File: src/rtl/and_gate_rr_sched.sv
// and_gate_rr_sched: round-robin scheduler sharing one external
// combinational AND gate among NREQ requesters.
//
// The winner's operands go out on registered gate_a/gate_b. The gate's
// gate_y is captured one cycle later and returned with the winner's
// index on y_out/y_id, qualified by a one-cycle y_valid pulse.
//
// Optional feature macro: AND_RR_SCHED_SELFCHECK_EN
//   When defined, adds a sticky chk_err output. It is set if gate_y ever
//   disagrees with gate_a & gate_b while an operation is being evaluated.
module and_gate_rr_sched #(
  parameter int NREQ  = 4,
  parameter int WIDTH = 1,
  parameter int IDW   = $clog2(NREQ)  // derived; leave at default
) (
  input  logic                  clk,
  input  logic                  rst_n,
  input  logic [NREQ-1:0]       req,
  input  logic [NREQ*WIDTH-1:0] a_in,
  input  logic [NREQ*WIDTH-1:0] b_in,
  output logic [NREQ-1:0]       gnt,
  output logic [WIDTH-1:0]      gate_a,
  output logic [WIDTH-1:0]      gate_b,
  input  logic [WIDTH-1:0]      gate_y,
  output logic [WIDTH-1:0]      y_out,
  output logic                  y_valid,
  output logic [IDW-1:0]        y_id,
  output logic                  busy
`ifdef AND_RR_SCHED_SELFCHECK_EN
  ,
  output logic                  chk_err
`endif
);

  localparam logic [0:0] ST_IDLE = 1'b0;
  localparam logic [0:0] ST_EVAL = 1'b1;

  logic [0:0]     state;
  logic [IDW-1:0] ptr;
  logic [IDW-1:0] wid;

  logic           found;
  logic [IDW-1:0] win;
  logic [IDW-1:0] ptr_next;
  logic [IDW:0]   cand_sum;
  logic [IDW-1:0] cand;

  // Rotating priority search: first set req bit starting at ptr, wrapping.
  always_comb begin
    // NOTE: every variable gets a default first so no path leaves it
    // unassigned, which would otherwise infer a latch.
    found    = 1'b0;
    win      = '0;
    cand_sum = '0;
    cand     = '0;
    for (int off = 0; off < NREQ; off++) begin
      cand_sum = {1'b0, ptr} + (IDW+1)'(off);
      if (cand_sum >= (IDW+1)'(NREQ)) cand_sum = cand_sum - (IDW+1)'(NREQ);
      cand = cand_sum[IDW-1:0];
      if (!found && req[cand]) begin
        found = 1'b1;
        win   = cand;
      end
    end
  end

  // Pointer advances past the winner, wrapping from NREQ-1 back to 0.
  always_comb begin
    ptr_next = (win == IDW'(NREQ-1)) ? '0 : win + 1'b1;
  end

  // Two-state control: grant and launch in IDLE, capture result in EVAL.
  always_ff @(posedge clk or negedge rst_n) begin
    if (!rst_n) begin
      state   <= ST_IDLE;
      ptr     <= '0;
      wid     <= '0;
      gnt     <= '0;
      gate_a  <= '0;
      gate_b  <= '0;
      y_out   <= '0;
      y_valid <= 1'b0;
      y_id    <= '0;
      busy    <= 1'b0;
    end else begin
      // NOTE: non-blocking assignments so every register samples the
      // pre-edge values, independent of statement order.
      case (state)
        ST_IDLE: begin
          y_valid <= 1'b0;
          if (found) begin
            gnt    <= NREQ'(1) << win;
            gate_a <= a_in[win*WIDTH +: WIDTH];
            gate_b <= b_in[win*WIDTH +: WIDTH];
            wid    <= win;
            ptr    <= ptr_next;
            busy   <= 1'b1;
            state  <= ST_EVAL;
          end else begin
            gnt <= '0;
          end
        end
        ST_EVAL: begin
          y_out   <= gate_y;
          y_id    <= wid;
          y_valid <= 1'b1;
          gnt     <= '0;
          busy    <= 1'b0;
          state   <= ST_IDLE;
        end
        default: state <= ST_IDLE;
      endcase
    end
  end

`ifdef AND_RR_SCHED_SELFCHECK_EN
  // Sticky flag: the external gate disagreed with the expected AND result.
  always_ff @(posedge clk or negedge rst_n) begin
    if (!rst_n) begin
      chk_err <= 1'b0;
    end else if (state == ST_EVAL && gate_y != (gate_a & gate_b)) begin
      chk_err <= 1'b1;
    end
  end
`endif

endmodule

File: config.mk
export PLATFORM = sky130hd
export DESIGN_NAME = and_gate_rr_sched
export DESIGN_NICKNAME = d
export VERILOG_FILES = /design/src/rtl/and_gate_rr_sched.sv
export SDC_FILE = /design/constraint.sdc
export NUM_CORES = 1
export LEC_CHECK = 0
export CAP_MARGIN = 30
export CORE_MARGIN = 3
export CORE_UTILIZATION = 44
export CTS_CLUSTER_DIAMETER = 60
export DETAILED_ROUTE_END_ITERATION = 12
export PLACE_DENSITY = 0.77
export SLEW_MARGIN = 10
export SYNTH_ARGS = -nofsm -noshare
export SYNTH_HDL_FRONTEND = slang
export SYNTH_SLANG_ARGS = --single-unit
File: constraint.sdc
create_clock -name clk -period 2.01 [get_ports clk]
set_input_delay 0.402 -clock clk [delete_from_list [all_inputs] [get_ports clk]]
set_output_delay 0.402 -clock clk [all_outputs]
set_load 0.02 [all_outputs]
==> flow_metrics.env <==
export IMPL_critPathArrivalTime_ns=2.05
export IMPL_cts_buffers=3
export IMPL_placed_area_mm2=0.001110
export IMPL_drc=0
export IMPL_startpoint_type="input port"
export IMPL_final_common_cell="clkdlybuf4s50_1"
export IMPL_pin_count=26
export IMPL_core_area_mm2=0.001594
export IMPL_grt_max_degree=17
export IMPL_final_cell_mix="clkdlybuf4s50_1 (25), dfrtp_1 (16), buf_4 (9)"
export IMPL_route_met2_wl_um=737
export IMPL_die_h_um=48.33
export IMPL_worstSetupPathType="input port to flip-flop"
export IMPL_cp_depth=6
export IMPL_dpl_hpwl_um=1170
export IMPL_reg2reg_slack_ns=0.24
export IMPL_start_util=0.4945
export IMPL_drive_gt1_frac=0.2000
export IMPL_drtIter0Drc=20
export IMPL_antenna_found_initial=0
export IMPL_num_vias=649
export IMPL_post_cts_buffers=0
export IMPL_finalSetupViolCount=0
export IMPL_path_cells="clkdlybuf4s50_1 -> a21bo_2 -> a221o_2 -> mux2_4 -> nand3_1 -> o311ai_1"
export IMPL_topRoutingLayerUsed="met4"
export IMPL_hold_buffers=0
export IMPL_routedWlPerCell_um=11.40
export IMPL_worstSetupEndpoint="gate_b"
export IMPL_clk_pin_slew_ns=0.08
export IMPL_rsz0062_at_grt="false"
export IMPL_yosysWarnings=0
export IMPL_fp_row_count=14
export IMPL_die_area_mm2=0.002335
export IMPL_nets=126
export IMPL_clock_skew_ns=0.001373
export IMPL_routed_wl_um=1470
export IMPL_ir_drop_mv=0.6832
export IMPL_cp_num_buf_inv=1
export IMPL_maxCapViolCount=0
export IMPL_cp_max_fo=7
export IMPL_fin_util=0.7111
export IMPL_drtAntennaViolNets=0
export IMPL_post_route_period_util=0.9463
export IMPL_p_per_area_mw_per_mm2=1143
export IMPL_post_route_min_period_ns=1.902
export IMPL_status="complete, no violations"
export IMPL_grt_pass1_wl_um=2608
export IMPL_final_cell_area_mm2=0.001134
export IMPL_crit_slowest_cell="clkdlybuf4s50_1"
export IMPL_cp_required_ns=2.16
export IMPL_ys_seq_elements=16
export IMPL_hold_class="input port to asynchronous set/reset pin"
export IMPL_wl_met1_um=605
export IMPL_p_leak_nw=0.5302
export IMPL_cts_htree_levels=1
export IMPL_gp_congestion=0.7556
export IMPL_clockBufferDepth=2
export IMPL_end_kind="flip-flop"
export IMPL_dr_wl_met3_um=120
export IMPL_synth_area_per_cell_um2=11.10
export IMPL_yosysSeqAreaShare=0.5079
export IMPL_cts_root_buf="clkbuf_4"
export IMPL_reg2reg_to="gate_b"
export IMPL_grt_use_total=0.1413
export IMPL_rr_worst_depth=5
export IMPL_syn_to_final_growth_pct=43.81
export IMPL_postSynthCellCount=71
export IMPL_clk_latency_ns=0.27
export IMPL_slowest_delay_ns=0.50
export IMPL_crit_start="req[1]"
export IMPL_finalHoldViolCount=0
export IMPL_syn_nets=90
export IMPL_slew_viol_final=0
export IMPL_die_w_um=48.33
export IMPL_synth_area_um2=788.3
export IMPL_drt_pre_antenna_iters=4
export IMPL_viasPerCell=5.031
export IMPL_synth_cell_types=24
export IMPL_cts_tree="done"
export IMPL_tightest_slew_ns=0.3042
export IMPL_slew_headroom=0.7953
export IMPL_antenna_cells=0
export IMPL_reg2reg_from="ptr[1]"
export IMPL_timing_setup_tns_ns=0
export IMPL_cp_top_family="compound AO/OA/AOI/OAI gates"
export IMPL_grt_pass1_vias=648
export IMPL_grt_overflow=0
export IMPL_timing_fmax_mhz=525.7
export IMPL_port_buffers=25
export IMPL_cts_sinks=16
synth_stat cells (all sizes together):
cell / number / area, um2
nor3b: 1 / 7.510
nand3: 2 / 10.01
o21ai: 4 / 20.02
clkbuf: 1 / 3.750
o221ai: 1 / 8.760
mux2i: 3 / 30.03
buf: 2 / 22.52
or2: 1 / 6.260
a21oi: 5 / 25.02
o2bb2ai: 1 / 8.760
nor4: 1 / 6.260
mux2: 5 / 63.81
dfrtp: 16 / 400.4
o311ai: 2 / 17.52
inv: 6 / 22.52
nor2: 1 / 3.750
a21bo: 1 / 10.01
a221o: 1 / 10.01
a31oi: 1 / 6.260
ha: 4 / 50.05
nand2: 8 / 30.03
and2: 4 / 25.02
how the worst min path moves through the flow:
stage	cells after the start	end	start
floorplan	0	busy	rst_n
global placement	2	wid[1]	wid[1]
detailed placement	2	wid[1]	wid[1]
CTS	2	y_out	rst_n
global route	2	y_out	rst_n
finish	2	y_valid	rst_n
final cells by class:
cell class                      instances  area, um2
Clock buffer                            3      22.52
Fill cell                             102      460.4
Inverter                                6      22.52
Multi-Input combinational cell         46      340.3
Sequential cell                        16      400.4
Tap cell                               24      30.03
Timing Repair Buffer                   34      317.8
routing by layer:
layer / GRT usage / vias to the layer above
met4: 0.04265 / 0
met1: 0.1558 / 295
met3: 0.05215 / 4
met2: 0.2523 / 35
li1: - / 315
met5: 0 / -
sequential cells by signal, summed over array words and instances, names as in the netlist:
signal and cells:
y_out 1, y_id 2, gate_b 1, wid 2, ptr 2, busy 1
gate_a 1, state 1, gnt 4, y_valid 1
logic make-up after synthesis:
| group | count (synthesis) | share of synthesized area |
|---|---|---|
| flip-flops | 16 | 0.5079 |
| AND/OR/NAND/NOR | 18 | 0.1127 |
| AO/OA/AOI/OAI | 16 | 0.1349 |
| multiplexers | 8 | 0.1190 |
| adder cells (fa/ha/maj) | 4 | 0.06349 |
| buffers and inverters | 9 | 0.06190 |
report_power, final:
part           leakage [nW]  switching, mW  internal (mW)  total (mW)
Combinational         0.318          0.301          0.326       0.628
Sequential            0.199         0.0788          0.436       0.514
Clock                0.0138         0.0839         0.0693       0.153
through the flow:
step | std cells | power (mW) | hold WS (ns) | setup WS, ns
2_1_floorplan | 71 | 0.9029 | 0.1064 | 0.3143
3_3_place_gp | 126 | 1.127 | 0.4570 | -0.1596
3_5_place_dp | 126 | 1.150 | 0.4665 | -0.2103
4_1_cts | 129 | 1.309 | 0.4435 | 0.08693
5_1_grt | 129 | 1.402 | 0.4438 | 0.03987
6_report | 129 | 1.295 | 0.4451 | 0.1079
repair_timing:
item                                   4_1_cts  5_1_grt
endpoints found under the hold margin        0        0
setup endpoints to repair                    0        2
resized for setup                            0        1
(Power assumes the default switching activity.)
